==> src/rtl/write_back_stage_pkg.sv <==
// write_back_stage_pkg
//   Shared constants for the write-back stage: datapath/register widths,
//   write-back source select codes, load funct3 codes and the FSM state type.
package write_back_stage_pkg;

   localparam int DATA_SIZE     = 32;
   localparam int REG_ADDR_SIZE = 5;

   // write-back source select (11 is reserved and behaves as ALU)
   localparam logic [1:0] WB_SEL_ALU  = 2'b00;
   localparam logic [1:0] WB_SEL_LOAD = 2'b01;
   localparam logic [1:0] WB_SEL_PC4  = 2'b10;

   // load funct3 codes
   localparam logic [2:0] F3_LB  = 3'b000;
   localparam logic [2:0] F3_LH  = 3'b001;
   localparam logic [2:0] F3_LW  = 3'b010;
   localparam logic [2:0] F3_LBU = 3'b100;
   localparam logic [2:0] F3_LHU = 3'b101;

   typedef enum logic {
      ST_IDLE     = 1'b0,
      ST_WAIT_MEM = 1'b1
   } wb_state_t;

endpackage

==> src/rtl/write_back_stage_load_extend.sv <==
// write_back_stage_load_extend
//   Combinational load data alignment and extension.
//   funct3   : load type (LB/LH/LW/LBU/LHU; any other code returns the word)
//   addr_low : byte offset of the access (address bits 1:0)
//   word     : raw aligned memory word
//   data     : extended result
module write_back_stage_load_extend
   import write_back_stage_pkg::*;
#(
   parameter int DATA_W = DATA_SIZE
) (
   input  logic [2:0]        funct3,
   input  logic [1:0]        addr_low,
   input  logic [DATA_W-1:0] word,
   output logic [DATA_W-1:0] data
);

   logic [3:0][7:0] bytes;
   logic [7:0]      b;
   logic [15:0]     h;

   assign bytes = word;
   assign b     = bytes[addr_low];
   // halves are selected by bit 1 only; bit 0 is ignored for halfword loads
   assign h     = addr_low[1] ? word[31:16] : word[15:0];

   always_comb begin
      data = word;
      case (funct3)
         F3_LB:   data = {{(DATA_W-8){b[7]}}, b};
         F3_LBU:  data = {{(DATA_W-8){1'b0}}, b};
         F3_LH:   data = {{(DATA_W-16){h[15]}}, h};
         F3_LHU:  data = {{(DATA_W-16){1'b0}}, h};
         F3_LW:   data = word;
         default: data = word;
      endcase
   end

endmodule

==> src/rtl/write_back_stage.sv <==
// write_back_stage
//   Final RV32I pipeline stage: selects the write-back source (ALU, load
//   data, PC+4) and drives a registered one-cycle register-file write pulse.
//   Loads park in WAIT_MEM, holding inReady low until memRespValid arrives.
//   Ports:
//     clk, rstN                       clock, async active-low reset
//     inValid/inReady                 MEM-stage handshake
//     inRegWrite, inRd, inWbSel,
//     inFunct3, inAddrLow,
//     inAluResult, inPcPlus4          retiring instruction fields
//     memRespValid, memRespData       data-memory load response
//     writeEnable/writeAddr/writeDate register-file write port
//     instretCount                    retired-instruction counter
//                                     (only when WB_INSTRET_EN is defined)
module write_back_stage
   import write_back_stage_pkg::*;
#(
   parameter int DATA_W = DATA_SIZE,
   parameter int REG_AW = REG_ADDR_SIZE
) (
   input  logic              clk,
   input  logic              rstN,
   input  logic              inValid,
   output logic              inReady,
   input  logic              inRegWrite,
   input  logic [REG_AW-1:0] inRd,
   input  logic [1:0]        inWbSel,
   input  logic [2:0]        inFunct3,
   input  logic [1:0]        inAddrLow,
   input  logic [DATA_W-1:0] inAluResult,
   input  logic [DATA_W-1:0] inPcPlus4,
   input  logic              memRespValid,
   input  logic [DATA_W-1:0] memRespData,
   output logic              writeEnable,
   output logic [REG_AW-1:0] writeAddr,
   output logic [DATA_W-1:0] writeDate
`ifdef WB_INSTRET_EN
   ,
   output logic [63:0]       instretCount
`endif
);

   wb_state_t         state_q, state_d;

   // pending load context captured at the load transfer
   logic              pend_we;
   logic [REG_AW-1:0] pend_rd;
   logic [2:0]        pend_f3;
   logic [1:0]        pend_alow;

   logic              latch;
   logic              slot;     // a write-back slot happens next cycle
   logic              we_d;
   logic [REG_AW-1:0] addr_d;
   logic [DATA_W-1:0] data_d;
   logic [DATA_W-1:0] src;
   logic [DATA_W-1:0] ext;

   write_back_stage_load_extend #(.DATA_W(DATA_W)) u_ext (
      .funct3   (pend_f3),
      .addr_low (pend_alow),
      .word     (memRespData),
      .data     (ext)
   );

   assign src = (inWbSel == WB_SEL_PC4) ? inPcPlus4 : inAluResult;

   always_comb begin
      state_d = state_q;
      inReady = (state_q == ST_IDLE);
      latch   = 1'b0;
      slot    = 1'b0;
      we_d    = 1'b0;
      addr_d  = writeAddr;
      data_d  = writeDate;
      case (state_q)
         ST_IDLE: begin
            if (inValid) begin
               if (inWbSel == WB_SEL_LOAD) begin
                  latch   = 1'b1;
                  state_d = ST_WAIT_MEM;
               end else begin
                  slot   = 1'b1;
                  we_d   = inRegWrite && (inRd != '0);
                  addr_d = inRd;
                  data_d = src;
               end
            end
         end
         ST_WAIT_MEM: begin
            if (memRespValid) begin
               slot    = 1'b1;
               we_d    = pend_we && (pend_rd != '0);
               addr_d  = pend_rd;
               data_d  = ext;
               state_d = ST_IDLE;
            end
         end
         default: state_d = ST_IDLE;
      endcase
   end

   always_ff @(posedge clk or negedge rstN) begin
      if (!rstN) begin
         state_q     <= ST_IDLE;
         writeEnable <= 1'b0;
         writeAddr   <= '0;
         writeDate   <= '0;
         pend_we     <= 1'b0;
         pend_rd     <= '0;
         pend_f3     <= '0;
         pend_alow   <= '0;
      end else begin
         state_q     <= state_d;
         writeEnable <= we_d;
         writeAddr   <= addr_d;
         writeDate   <= data_d;
         if (latch) begin
            pend_we   <= inRegWrite;
            pend_rd   <= inRd;
            pend_f3   <= inFunct3;
            pend_alow <= inAddrLow;
         end
      end
   end

`ifdef WB_INSTRET_EN
   // counts every retirement slot, including rd==0 and non-writing ops
   always_ff @(posedge clk or negedge rstN) begin
      if (!rstN)     instretCount <= '0;
      else if (slot) instretCount <= instretCount + 64'd1;
   end
`endif

endmodule

==> config.mk <==
export PLATFORM = sky130hd
export DESIGN_NAME = write_back_stage
export DESIGN_NICKNAME = d
export VERILOG_FILES = /design/src/rtl/write_back_stage_pkg.sv /design/src/rtl/write_back_stage_load_extend.sv /design/src/rtl/write_back_stage.sv
export SDC_FILE = /design/constraint.sdc
export NUM_CORES = 1
export LEC_CHECK = 0
export ABC_AREA = 1
export CAP_MARGIN = 20
export CORE_MARGIN = 2
export CORE_UTILIZATION = 30
export DETAILED_ROUTE_END_ITERATION = 16
export PLACE_DENSITY = 0.62
export SYNTH_ARGS = -nofsm -noshare
export SYNTH_HDL_FRONTEND = slang
export SYNTH_SLANG_ARGS = --single-unit
==> constraint.sdc <==
create_clock -name clk -period 1.4 [get_ports clk]
set_input_delay 0.28 -clock clk [delete_from_list [all_inputs] [get_ports clk]]
set_output_delay 0.28 -clock clk [all_outputs]
set_load 0.005 [all_outputs]
==> impl_results.md <==
- Clock share of power: 0.258
- Via/cell ratio: 4.85
- Skew final: 0.00551 ns
- Port bufs: 151
- Placed Instance Area: 0.00536 mm²
- RR Startpoint: state_q
- Io pins: 152
- #FFs+latches synth: 50
- Buf/Inv on CP: 4
- Final Max Tran Viols: 0
- Number of flops mapped to enable cells by yosys: 0
- Die H: 110 µm
- DRC: 0
- WHS: 0.430 ns
- Post-Synthesis Cells: 525
- Finish-stage setup viols: 0
- Pint: 0.00413 W
- Min Tclk post-route: 1.36 ns
- Synth area leader: dfrtp_1
- Most common cell in the netlist: nand2_1
- First-pass GRT wire length: 19.0 mm
- Post-layout net count: 824
- Outcome: finished clean
- Max-cap violations: 0
- Global route overflow: 0
- Die ar.: 0.0122 mm²
- Initial drt markers: 194
- Net Sw Power: 0.00206 W
- Main synth FF type: dfrtp_1
- Synth Cell Area: 0.00339 mm²
- Synth async-reset ratio: 1.00
- Logic gate share of total power: 0.424
- All-Layer GR Usage: 0.201
- Synth cell types: 26
- Layout cell share with drive strength beyond 1: 0.180
- Worst-Skew Late Latency: 0.29 ns
- Clock Path Buffers: 2
- R2R setup slack: 0.04 ns
- Slew @ Worst Pin: 0.344 ns
- Core area: 0.0109 mm²
- Pleak: 2.90 nW
- Sequential power share: 0.318
- CP endpoint kind: flop
- Crit-path cells: buf_4 -> buf_6 -> nand2_4 -> nand2_8 -> clkbuf_16 -> o21ai_0 -> inv_1 -> a21oi_2
- RSZ-0062 raised after global routing: yes
- Finished layout cell area: 0.00595 mm²
- Worst vdd ir: 613 µV
- Largest net degree at the start of global routing: 26
- Achievable Freq: 733 MHz
- N_diodes: 0
- Num CTS Buffers: 5
- Routed len/inst: 15.2 µm
- Critical path class: flop to flop
- Area delta synth->final: 75.6%
- CP Capture Point: writeDate[5]
- Total negative setup slack: 0 ns
- Critical Path RT: 1.62 ns
- R2r endpoint: writeDate[5]
- Yosys top cell area share: 0.369
- Worst setup path start: state_q
- Period utilization: 0.974
- Power per cell area: 1040 mW/mm²
- CTS H-tree lvls: 2
- Synth Warn #: 0
- Synthesized net count: 638
- CP Launch Type: flop
- Vias in the first global route: 3926
- Final ANT Viol Nets: 0
- Synth area leaders: dfrtp_1 37%, nand2_1 19%, nand3_1 11%
- Sequential-to-total area share from yosys stat: 0.369
- Antenna violations before repair: 0
- DR pass1 iterations: 4
- Standard-cell row count: 38
- Initial Util: 0.310
- Root buffer cell: clkbuf_16
- Worst-case reg-to-reg path depth: 8
- Syn_area_per_cell: 6.46 µm²
- Clock transition at path regs: 0.07 ns
- Slew margin rel.: 0.771
- Endpoints failing hold: 0
- Final total power: 0.00619 W
- Net Sw Frac: 0.333
- CTS tree: built
- Worst Hold Class: primary input to async pin
- GPL Wtd Cong: 0.908
- TritonCTS Sinks: 50
- Vias: 4128
- Final wirelength: 13.0 mm
- Top delay family on crit path: buffers and inverters
- CP max-delay cell: dfrtp_1
- Final core occ: 0.544
- Crit path depth: 8
- Slowest Stage Delay on Critical Path: 0.38 ns
- Critical path arrival: 1.58 ns
- Die Width: 110 µm
- Crit-path max FO: 7
- Post-synth top cells: 176 x nand2_1, 75 x nand3_1, 50 x dfrtp_1
- Post-detail-place hpwl: 9.59 mm
[power groups by stage]
| stage | logic (W) | clock network, W | registers (W) |
|---|---|---|---|
| floorplan | 0.00105 | 0 | 0.00197 |
| global placement | 0.00238 | 0 | 0.00200 |
| detailed placement | 0.00241 | 0 | 0.00200 |
| CTS | 0.00236 | 0.00163 | 0.00197 |
| global route | 0.00288 | 0.00170 | 0.00200 |
| finish | 0.00263 | 0.00160 | 0.00197 |
[how the worst min path moves through the flow]
stage,start,endpoint,cells past startpoint
2_1_floorplan,rstN,pend_alow[0],0
6_report,rstN,writeEnable,2
3_3_place_gp,rstN,writeEnable,1
4_1_cts,rstN,pend_rd[3],2
5_1_grt,rstN,writeEnable,2
3_5_place_dp,rstN,writeEnable,1
[stage by stage]
stage,setup WS (ns),instances
global route,-0.0601,852
floorplan,0.0783,525
finish,0.0363,852
CTS,0.00123,840
global placement,-0.325,822
detailed placement,-0.345,822
[sequential cells by signal, indices dropped and copies added, names as in the netlist]
name / flops
writeDate: 32
pend_f3: 3
pend_we: 1
pend_alow: 2
writeAddr: 5
state_q: 1
writeEnable: 1
pend_rd: 5
[routing by layer]
layer / wire [µm] / vias to the layer above / global-route usage
li1: - / 2070 / -
met1: 5430 / 1934 / 0.247
met2: 6550 / 113 / 0.365
met3: 848 / 11 / 0.0370
met4: 125 / 0 / 0.0446
met5: 0 / - / 0
[worst register-to-register path, cell delays in order, from the launching register on]
cell and delay (ns):
dfrtp_1 0.38, buf_4 0.15, buf_6 0.14, nand2_4 0.09, nand2_8 0.11, clkbuf_16 0.18
o21ai_0 0.07, inv_1 0.07, a21oi_2 0.11
[cells in the final DEF, fill, tap and decap left out, drive strengths merged, types with 2 or more instances in the layout]
cell,instances
nand2,187
clkdlybuf4s50,110
nand3,76
buf,58
dfrtp,50
inv,50
a21oi,50
dlygate4sd2,38
o21ai,32
nor2,31
clkbuf,8
a31oi,5
o211ai,4
mux2,3
nor3,2
o22ai,2
bufinv,2
[what timing repair did]
action / in CTS / in global routing
pin swaps: 4 / 22
buffers inserted: 8 / 7
gates resized for setup: 51 / 47
hold buffers: 1 / 0
cloned: 1 / 5
endpoints found under the setup margin: 63 / 39
endpoints found under the hold margin: 11 / 0
[cells by family after synthesis]
group | count (synthesis) | synth area share
simple gates | 293 | 0.363
compound gates | 94 | 0.149
buf+inv | 85 | 0.109
flops | 50 | 0.369
mux | 3 | 0.00997
[final cells by class]
| class | instances | area [µm²] |
|---|---|---|
| multi-input combinational | 393 | 1990 |
| sequential | 50 | 1250 |
| timing repair buffer | 211 | 2150 |
| clock inverter | 3 | 68.8 |
| fill | 1064 | 4980 |
| tap | 140 | 175 |
| clock buffer | 5 | 125 |
| inverter | 50 | 188 |
Power figures use the tool's default switching activity.
